<file path="src/rtl/majority_vote_session.sv">
// N-voter ballot controller: synchronises and debounces voter switches, runs a
// timed voting window opened by a push-button, freezes the ballot and tallies it.
module majority_vote_session #(
   parameter int NUM_VOTERS      = 7,
   parameter int DEBOUNCE_CYCLES = 50000,
   parameter int WINDOW_CYCLES   = 50000000,
   parameter int THRESHOLD       = 4,
   localparam int CW             = $clog2(NUM_VOTERS + 1),
   localparam int TW             = $clog2(WINDOW_CYCLES)
) (
   input  logic                  clk,
   input  logic                  rst_n,
   input  logic [NUM_VOTERS-1:0] sw,
   input  logic                  start,
   input  logic                  clear,
   input  logic [1:0]            mode,
   output logic                  busy,
   output logic                  result_valid,
   output logic                  agreement,
   output logic [CW-1:0]         yes_count,
   output logic [TW-1:0]         time_left
);

   localparam int DW = $clog2(DEBOUNCE_CYCLES);

   localparam logic [1:0] IDLE   = 2'd0;
   localparam logic [1:0] OPEN   = 2'd1;
   localparam logic [1:0] TALLY  = 2'd2;
   localparam logic [1:0] RESULT = 2'd3;

   logic [1:0]            state;
   logic [1:0]            rst_sync;
   logic [NUM_VOTERS-1:0] sw_s1, sw_s2, deb, ballot;
   logic [DW-1:0]         db_cnt [NUM_VOTERS];
   logic                  start_s1, start_s2, start_d, start_p;
   logic                  clear_s1, clear_s2, clear_d, clear_p;
   logic [1:0]            mode_r;
   logic [CW-1:0]         pop;
   logic [31:0]           c32;
   logic                  agree_next;
   logic                  rst_ok;

   assign rst_ok = rst_sync[1];

   // Reset assertion is immediate; release reaches the FSM two edges later.
   always_ff @(posedge clk or negedge rst_n) begin
      if (!rst_n) rst_sync <= 2'b00;
      else        rst_sync <= {rst_sync[0], 1'b1};
   end

   always_ff @(posedge clk or negedge rst_n) begin
      if (!rst_n) begin
         sw_s1    <= '0;
         sw_s2    <= '0;
         start_s1 <= 1'b0;
         start_s2 <= 1'b0;
         start_d  <= 1'b0;
         start_p  <= 1'b0;
         clear_s1 <= 1'b0;
         clear_s2 <= 1'b0;
         clear_d  <= 1'b0;
         clear_p  <= 1'b0;
      end else begin
         sw_s1    <= sw;
         sw_s2    <= sw_s1;
         start_s1 <= start;
         start_s2 <= start_s1;
         start_d  <= start_s2;
         start_p  <= start_s2 & ~start_d;
         clear_s1 <= clear;
         clear_s2 <= clear_s1;
         clear_d  <= clear_s2;
         clear_p  <= clear_s2 & ~clear_d;
      end
   end

   // A channel's counter runs only while its input disagrees with the
   // debounced value; any agreeing sample restarts it.
   always_ff @(posedge clk or negedge rst_n) begin
      if (!rst_n) begin
         deb <= '0;
         for (int i = 0; i < NUM_VOTERS; i++) db_cnt[i] <= '0;
      end else begin
         for (int i = 0; i < NUM_VOTERS; i++) begin
            if (sw_s2[i] == deb[i]) begin
               db_cnt[i] <= '0;
            end else if (db_cnt[i] == DW'(DEBOUNCE_CYCLES - 1)) begin
               deb[i]    <= sw_s2[i];
               db_cnt[i] <= '0;
            end else begin
               db_cnt[i] <= db_cnt[i] + 1'b1;
            end
         end
      end
   end

   always_comb begin
      pop = '0;
      for (int i = 0; i < NUM_VOTERS; i++) pop = pop + CW'(ballot[i]);
   end

   assign c32 = 32'(pop);

   always_comb begin
      agree_next = 1'b0;
      case (mode_r)
         2'b00:   agree_next = (32'd2 * c32) > 32'(NUM_VOTERS);
         2'b01:   agree_next = (32'd3 * c32) >= (32'd2 * 32'(NUM_VOTERS));
         2'b10:   agree_next = c32 == 32'(NUM_VOTERS);
         default: agree_next = c32 >= 32'(THRESHOLD);
      endcase
   end

   always_ff @(posedge clk or negedge rst_n) begin
      if (!rst_n) begin
         state        <= IDLE;
         busy         <= 1'b0;
         result_valid <= 1'b0;
         agreement    <= 1'b0;
         yes_count    <= '0;
         time_left    <= '0;
         ballot       <= '0;
         mode_r       <= 2'b00;
      end else if (rst_ok) begin
         case (state)
            IDLE: begin
               if (start_p) begin
                  state     <= OPEN;
                  busy      <= 1'b1;
                  time_left <= TW'(WINDOW_CYCLES - 1);
               end
            end
            OPEN: begin
               if (clear_p) begin
                  state     <= IDLE;
                  busy      <= 1'b0;
                  time_left <= '0;
               end else if (time_left == '0) begin
                  ballot <= deb;
                  mode_r <= mode;
                  state  <= TALLY;
               end else begin
                  time_left <= time_left - 1'b1;
               end
            end
            TALLY: begin
               yes_count    <= pop;
               agreement    <= agree_next;
               busy         <= 1'b0;
               result_valid <= 1'b1;
               state        <= RESULT;
            end
            default: begin
               if (clear_p) begin
                  state        <= IDLE;
                  result_valid <= 1'b0;
                  agreement    <= 1'b0;
                  yes_count    <= '0;
               end
            end
         endcase
      end
   end

endmodule
</file>
<file path="config.mk">
export PLATFORM = sky130hd
export DESIGN_NAME = majority_vote_session
export DESIGN_NICKNAME = d
export VERILOG_FILES = /design/src/rtl/majority_vote_session.sv
export SDC_FILE = /design/constraint.sdc
export NUM_CORES = 1
export LEC_CHECK = 0
export CORE_ASPECT_RATIO = 0.9
export CORE_MARGIN = 5
export CORE_UTILIZATION = 36
export CTS_CLUSTER_SIZE = 14
export DETAILED_ROUTE_END_ITERATION = 10
export PLACE_DENSITY = 0.49
export RECOVER_POWER = 25
export SLEW_MARGIN = 20
export SYNTH_ARGS = -nofsm -noshare
export SYNTH_HDL_FRONTEND = slang
export SYNTH_SLANG_ARGS = --single-unit
</file>
<file path="constraint.sdc">
create_clock -name clk -period 8.45 [get_ports clk]
set_clock_uncertainty 0.15 [all_clocks]
set_input_delay 0.845 -clock clk [delete_from_list [all_inputs] [get_ports clk]]
set_output_delay 0.845 -clock clk [all_outputs]
set_load 0.005 [all_outputs]
</file>
# Word-level counts from Yosys, hierarchy flattened
# Index checks and enable logic that the tools add are counted.
# classes
add_sub_neg,14
mul,1
n_lt_le_gt_ge,3
eq_ne,23
muxes,31
n_bitwise,13
n_reduce_logical,20
# ops
cell,n
16-bit two-way mux,14
"16-bit by 1-bit adder with 16-bit output, second input constant",7
"16-bit == test, second input constant",7
26-bit two-way mux,3
26-bit case mux with 2 select lines,1
26-bit logical NOT,1
"26-bit by 1-bit subtractor with 26-bit output, second input constant",1
4-bit AND reduction,4
2-bit AND reduction,7
3-bit by 1-bit adder with 3-bit output,4
1-bit NOT,11
2-bit two-way mux,4
1-bit == test,7
"3-bit != test, second input constant",2
1-bit case mux with 3 select lines,2
2-bit case mux with 3 select lines,1
3-bit case mux with 2 select lines,1
"5-bit by 4-bit greater-or-equal comparator with 1-bit output, second input constant",1
"2-bit by 3-bit multiplier with 5-bit output, first input constant",1
"2-bit by 1-bit == test with 1-bit output, second input constant",2
"2-bit == test, second input constant",2
"4-bit by 3-bit > comparator with 1-bit output, second input constant",1
2-bit logical NOT,2
"2-bit != test, second input constant",2
other kinds (13),17
# totals
ff_bits,186

# Logic depth before layout (Yosys ltp)
# Gate-level depths: netlist (run 1).
# depth
word_depth,10
ltp_mapped,13
ltp_nobuf,13

# Worst setup path after synthesis (run 1)
# No wires, ideal clock.
# synth_path
path_type,register to register
from,register ballot[0]
to,register agreement
setup_ps,129
arrival_ps,3543
setup_slack_ps,4629
stages_incl_launch_ff,14
synth_period_minus_slack_ps,3821
cell_sequence,dfrtp_1 > fa_1 > inv_1 > fa_1 > fa_1 > fa_1 > inv_1 > ha_1 > inv_1 > fa_1 > o21bai_1 > o21bai_1 > a221oi_1 > o21ai_0
# synth_via
elab_chain_len,10
elab_cells_between_ends,13
cone_classes,add/sub: 6; mul: 1; order compare: 3; eq/ne: 1; mux: 2
# synth_lines
element,line_no,text
"start, declared",33,"logic [NUM_VOTERS-1:0] sw_s1, sw_s2, deb, ballot;"
"start signal, assigned",122,ballot <= '0;
"start signal, assigned",139,ballot <= deb;
1-bit by 1-bit adder with 2-bit output *,99,for (int i = 0; i < NUM_VOTERS; i++) pop = pop + CW'(ballot[i]);
2-bit by 1-bit adder with 3-bit output *,99,
3-bit by 1-bit adder with 3-bit output * (4 in series),99,
2-bit by 3-bit multiplier with 5-bit output,108,2'b01: agree_next = (32'd3 * c32) >= (32'd2 * 32'(NUM_VOTERS));
5-bit by 4-bit greater-or-equal comparator with 1-bit output,108,
1-bit case mux with 3 select lines *,106,case (mode_r)
1-bit case mux with 2 select lines *,125,case (state)
"end signal, assigned",148,agreement <= agree_next;
"end, declared",19,"output logic agreement,"
# Mark *: on every way between the ends. The rest lies on a longest branch, timed or not.
# A chain may end at the register's enable or synchronous reset.

# Final worst setup path (run 1)
# Ends and elaborated chain as after synthesis.

==> results of run 1 <==
## cells in the final DEF, fill, tap and decap left out, types with 22 or more instances in the layout
cell	instances
and3_1	25
clkdlybuf4s50_1	34
dfrtp_1	186
inv_1	31
nand2_1	67
nand3_1	55
nand4_1	22
nor2_1	145
nor3_1	27
xnor2_1	54
xor2_1	51
## state kept, by name (all words and copies together) (netlist names), 3 cells and up
signal / flops
yes_count: 3
db_cnt: 112
time_left: 26
ballot: 7
sw_s1: 7
sw_s2: 7
deb: 7
## worst max-delay path by stage
| stage | start | cells past startpoint | end | slack (ns) |
|---|---|---|---|---|
| 6_report | ballot[0] | 13 | agreement | 4.48 |
| 3_5_place_dp | ballot[0] | 13 | agreement | 4.45 |
| 5_1_grt | ballot[0] | 13 | agreement | 4.18 |
| 4_1_cts | ballot[0] | 13 | agreement | 4.44 |
| 3_3_place_gp | ballot[0] | 13 | agreement | 4.50 |
| 2_1_floorplan | ballot[0] | 13 | agreement | 4.63 |
## cell families after synthesis
logic type,Yosys count
AO/OA/AOI/OAI,87
adder cells (fa/ha/maj),20
multiplexers,18
AND/OR/NAND/NOR,404
buffers and inverters,51
other,1
XOR/XNOR,105
flip-flops,186
## layout make-up
class / instances / area, sq um
Fill cell: 2343 / 14100
Sequential cell: 186 / 4650
Multi-Input combinational cell: 635 / 4050
Timing Repair Buffer: 45 / 452
Clock buffer: 19 / 443
Tap cell: 308 / 385
Clock inverter: 12 / 155
Inverter: 31 / 116
## metal layers
metal  vias up  track usage, %  wire length (um)
li1       3128               -                 -
met1      3003            19.8              9330
met2        81            20.8              8040
met3        13            2.54               620
met4         0            3.61               188
met5         -               0                 0
## power by group through the flow
stage                     Sequential (mW)  Combinational [mW]  Clock (mW)
final                                1.07               0.413       0.817
after global routing                 1.09               0.466       0.885
after floorplan                      1.06               0.236           0
after detailed placement             1.09               0.419           0
after global placement               1.09               0.417           0
after CTS                            1.07               0.420       0.848
## Yosys cell counts (17+ instances only)
master,n,area [sq um]
dfrtp_1,186,4650
nor2_1,145,544
nand2_1,67,251
nand3_1,55,275
xnor2_1,54,473
xor2_1,51,447
inv_1,31,116
nor3_1,27,135
and3_1,25,156
nand4_1,22,138
o21ai_0,19,95.1
clkbuf_1,17,63.8
mux2_2,17,191
## stage by stage
step                      power [mW]  util [%]  hold WS, ns  cells
after floorplan                 1.29         -        0.181    872
after global placement          1.51      39.7        0.185   1205
after detailed placement        1.51      39.7        0.189   1205
after CTS                       2.34      42.2        0.202   1236
after global routing            2.44      42.2        0.208   1236
final                           2.30      42.2        0.196   1236
==> impl_metrics.env, run 1 <==
export IMPL_netlist_instances=872
export IMPL_synthMuxAreaShare_pct=2.26
export IMPL_grt_usage_pct=13.6
export IMPL_synth_fp_nets=905
export IMPL_min_delay_path_class="reg2reg"
export IMPL_critPathLaunchType="register"
export IMPL_yosys_area_share_adder_pct=3.23
export IMPL_synthFlopType="dfrtp_1"
export IMPL_holdPathStages=0
export IMPL_cts_tree="done"
export IMPL_syn_area_sq_um=8910
export IMPL_critPathMaxFanout=4
export IMPL_cap_violations=0
export IMPL_pre_cts_ws_ns=4.45
export IMPL_numCtsBuffers=17
export IMPL_setup_ws_ns=4.48
export IMPL_r2r_end="agreement"
export IMPL_sw_frac_of_total_pct=30.0
export IMPL_clockPowerShare_pct=35.5
export IMPL_cpLargestDelayFamily="adder cells"
export IMPL_r2r_setup_slack_ns=4.48
export IMPL_synth_compound_area_share_pct=6.92
export IMPL_start_util_pct=36.6
export IMPL_wl_per_cell_um=14.7
export IMPL_critPathMaxStageDelay_ns=0.53
export IMPL_io_pins=45
export IMPL_ys_seq_elements=186
export IMPL_tns_ns=0
export IMPL_grt_pass1_wl_um=31600
export IMPL_syn_to_final_growth_pct=15.1
export IMPL_dpl_cell_area_sq_um=9660
export IMPL_drc=0
export IMPL_diodes=0
export IMPL_critical_path_buf_inv_count=3
export IMPL_vias=6225
export IMPL_finalWeightedCongestion=0.754
export IMPL_cts_root_buf="clkbuf_16"
export IMPL_cts_resized=0
export IMPL_die_h_um=159
export IMPL_crit_type="reg2reg"
export IMPL_clock_latency_ns=0.43
export IMPL_power_internal_mw=1.61
export IMPL_end_kind="register"
export IMPL_slowest_stage="fa_1"
export IMPL_cts_sinks=186
export IMPL_ys_seq_area_share_pct=52.2
export IMPL_core_area_sq_um=24300
export IMPL_ctsHoldBuffers=0
export IMPL_rows=54
export IMPL_drt_wl_total_um=18200
export IMPL_grt_pass1_vias=6174
export IMPL_dr_pass1_iters=4
export IMPL_place_hpwl_um=12100
export IMPL_drt_iter0_markers=333
export IMPL_final_antenna_net_count=0
export IMPL_slew_limit_headroom_pct=32.1
export IMPL_max_freq_ghz=0.252
export IMPL_p_comb_share_pct=17.9
export IMPL_worst_pin_slew_ns=1.02
export IMPL_peakVddDrop_mv=0.135
export IMPL_rr_startpoint="ballot[0]"
export IMPL_final_cell_area_sq_um=10300
export IMPL_switching_power_uw=690
export IMPL_rsz0062_at_grt="no"
export IMPL_overflow=0
export IMPL_slew_violations=0
export IMPL_holdCritStartpoint="rst_sync[0]"
export IMPL_reg2reg_depth=13
export IMPL_clkTransAtPathRegs_ns=0.08
export IMPL_ys_types=60
export IMPL_cp_common_cell="fa_1"
export IMPL_htreeDepth=4
export IMPL_timing_final_crit_share_pct=47.0
export IMPL_status="finished clean"
export IMPL_grt_max_degree=113
export IMPL_cp_arrival_ns=4.13
export IMPL_period_needed_ns=3.97
export IMPL_cts_setup_buffers=0
export IMPL_drive_gt1_share_pct=6.90
export IMPL_io_buffers=44
export IMPL_nNetsFinal=949
export IMPL_yosysWarningCount=0
export IMPL_vias_per_cell=5.04
export IMPL_clockBufferDepth=2
export IMPL_power_leakage_nw=4.31
export IMPL_die_area_sq_um=28000
export IMPL_syn_area_per_cell_sq_um=10.2
export IMPL_synth_top_family_by_area="simple AND/OR/NAND/NOR gates"
export IMPL_synth_edf_count=0
export IMPL_setup_viol=0
export IMPL_crit_path_cell_trace="fa_1, inv_1, fa_1, fa_1, fa_1, inv_1, ha_1, inv_1, fa_1, o21bai_1, o21bai_1, a221oi_1, o21ai_0"
export IMPL_synthSimpleGateAreaFrac_pct=22.7
export IMPL_min_to="rst_sync[1]"
export IMPL_async_flop_share_pct=100
export IMPL_cp_data_required_time_ns=8.61
export IMPL_powerDensity_nw_per_um2=225
export IMPL_timing_final_hold_violations=0
export IMPL_antenna_found_initial=0
export IMPL_seqPwrFrac_pct=46.6
export IMPL_fp_dieW_um=176
export IMPL_synth_xor_area_share_pct=10.3
No activity file was read; power rests on OpenSTA's default activity.
==> run 2: changes to the inputs <==
PLACE_DENSITY = 0.51   (was 0.49)
clock period = 3.61 ns   (was 8.45 ns; I/O delays follow)
==> run 2 against run 1 <==
The flow now finishes with violations (max-capacitance violations, max-slew violations, negative setup slack); cell count increased by 1.1%; clock power rose by 130%; utilization grew 0.52 points; power is 130% higher; sequential cell count did not move; global-route usage about the same; maximum frequency rose by 6.0%; register-to-register slack worse by 4.6 ns; routed wire length rose by 1.5%; first-iteration DRC count increased by 20%; setup slack got worse by 4.6 ns; critical path type unchanged.
==> impl_metrics.env, run 2 (synthesis gave the netlist of run 1 again) <==
export IMPL_cts_setup_buffers=0
export IMPL_end_kind="register"
export IMPL_antenna_found_initial=0
export IMPL_violations="max-capacitance violations, max-slew violations, negative setup slack"
export IMPL_cp_common_cell="fa_1"
export IMPL_start_util_pct=36.6
export IMPL_layout_commonest_cell="dfrtp_1"
export IMPL_dpl_cell_area_sq_um=9760
export IMPL_clkTransAtPathRegs_ns=0.07
export IMPL_rsz0062_at_grt="yes"
export IMPL_drt_wl_total_um=18500
export IMPL_diodes=0
export IMPL_cts_root_buf="clkbuf_16"
export IMPL_pre_cts_ws_ns=-0.231
export IMPL_timing_final_crit_share_pct=104
export IMPL_total_power_mw=5.41
export IMPL_finalWeightedCongestion=0.793
export IMPL_crit_path_cell_trace="fa_1, inv_1, fa_1, fa_2, fa_2, inv_2, ha_4, inv_2, fa_1, o21bai_1, o21bai_1, a221oi_2, o21ai_1"
export IMPL_grt_pass1_wl_um=31600
export IMPL_slew_violations=102
export IMPL_final_cell_mix="186 x dfrtp_1, 145 x nor2_1, 67 x nand2_1"
export IMPL_setup_ws_ns=-0.134
export IMPL_die_area_sq_um=28000
export IMPL_timing_final_hold_violations=0
export IMPL_min_delay_path_class="reg2reg"
export IMPL_utilization_pct=42.7
export IMPL_crit_type="reg2reg"
export IMPL_final_cell_area_sq_um=10400
export IMPL_cp_data_required_time_ns=3.76
export IMPL_dr_pass1_iters=5
export IMPL_slowest_stage="fa_1"
export IMPL_status="complete, but fails checks"
export IMPL_vias=6302
export IMPL_final_antenna_net_count=0
export IMPL_grt_max_degree=103
export IMPL_core_area_sq_um=24300
export IMPL_place_hpwl_um=12700
export IMPL_setup_viol=1
export IMPL_critPathLaunchType="register"
export IMPL_largest_reg_flops=112
export IMPL_cts_sinks=186
export IMPL_io_pins=45
export IMPL_clockBufferDepth=2
export IMPL_worst_pin_slew_ns=2.60
export IMPL_clock_latency_ns=0.43
export IMPL_cp_arrival_ns=3.89
export IMPL_drt_iter0_markers=400
export IMPL_regMostFlops="db_cnt"
export IMPL_cap_violations=1
export IMPL_die_h_um=159
export IMPL_drc=0
export IMPL_nNetsFinal=961
export IMPL_powerDensity_nw_per_um2=521
export IMPL_max_freq_ghz=0.267
export IMPL_fp_dieW_um=176
export IMPL_vias_per_cell=5.05
export IMPL_drive_gt1_share_pct=8.71
export IMPL_peakVddDrop_mv=0.259
export IMPL_power_leakage_nw=4.39
export IMPL_fin_cells=1249
export IMPL_grt_pass1_vias=6108
export IMPL_overflow=0
export IMPL_cts_tree="done"
export IMPL_critPathMaxStageDelay_ns=0.53
export IMPL_critPathMaxFanout=2
export IMPL_numCtsBuffers=17
export IMPL_slew_limit_headroom_pct=-73.2
export IMPL_grt_usage_pct=13.5
export IMPL_wl_per_cell_um=14.8
export IMPL_rows=54
export IMPL_io_buffers=44
export IMPL_reg_top3="db_cnt: 112 flops, time_left: 26 flops"
export IMPL_period_needed_ns=3.74
export IMPL_placedCellCount=1216
export IMPL_htreeDepth=4
export IMPL_syn_to_final_growth_pct=16.5
## run 2: cell count changes in the layout (fill, tap and decap cells not counted), moves of 2 or more
| cell | before | now |
|---|---|---|
| inv_2 | 0 | 2 |
| buf_4 | 1 | 11 |
| inv_6 | 6 | 3 |
| fa_2 | 0 | 2 |
| clkinv_4 | 0 | 4 |
| inv_1 | 31 | 29 |
| fa_1 | 5 | 3 |
## run 2: per-stage QoR
| stage | TNS, ns | hold WS (ns) |
|---|---|---|
| final | -0.134 | 0.200 |
| after global routing | -0.309 | 0.211 |
| after CTS | -0.201 | 0.189 |
| after detailed placement | -0.231 | 0.186 |
| after global placement | -0.138 | 0.185 |
| after floorplan | -0.134 | -0.0846 |
## run 2: power breakdown
group	internal, mW	switching [mW]
clock	1.09	0.811
combinational	0.487	0.506
sequential	2.25	0.271
total	3.82	1.59
## run 2: final timing paths
| check | to | cells after the start | slack, ns | from |
|---|---|---|---|---|
| setup / recovery | agreement | 13 | -0.13 | ballot[0] |
| hold reg to reg | start_s2 | 0 | 0.20 | start_s1 |
| setup reg to reg | agreement | 13 | -0.13 | ballot[0] |
| hold / removal | start_s2 | 0 | 0.20 | start_s1 |
| max in group asynchronous | db_cnt[91] | 2 | 0.67 | rst_n |
| min in group asynchronous | db_cnt[70] | 2 | 1.11 | rst_n |
## run 2: repair_timing
| action | in CTS | in global routing |
|---|---|---|
| resized for setup | 1 | 4 |
| endpoints found under the setup margin | 1 | 1 |
| hold buffers | 1 | 0 |
| endpoints found under the hold margin | 99 | 0 |
| pin swaps | 0 | 0 |
## run 2: cell type report
class	instances	area, sq um
repair buffers	57	548
clock inverters	11	134
clock buffers	21	470
well taps	308	385
multi-input cells	635	4070
inverters	31	116
fillers	2346	13900
flip-flops and latches	186	4650
## run 2: critical path, delay by kind of cell, from the launching register on
family,cells,cell delay [ns]
AOI/OAI and AO/OA,4,0.48
adders and majority gates,6,2.40
DFF,1,0.40
buffers and inverters,3,0.18
## run 2: metal layers
metal / share of wire, % / up-vias / track usage, %
li1: - / 3142 / -
met1: 51 / 3027 / 20.4
met2: 44 / 127 / 19.9
met3: 4.6 / 6 / 3.06
met4: 0.51 / 0 / 2.87
met5: 0 / - / 0
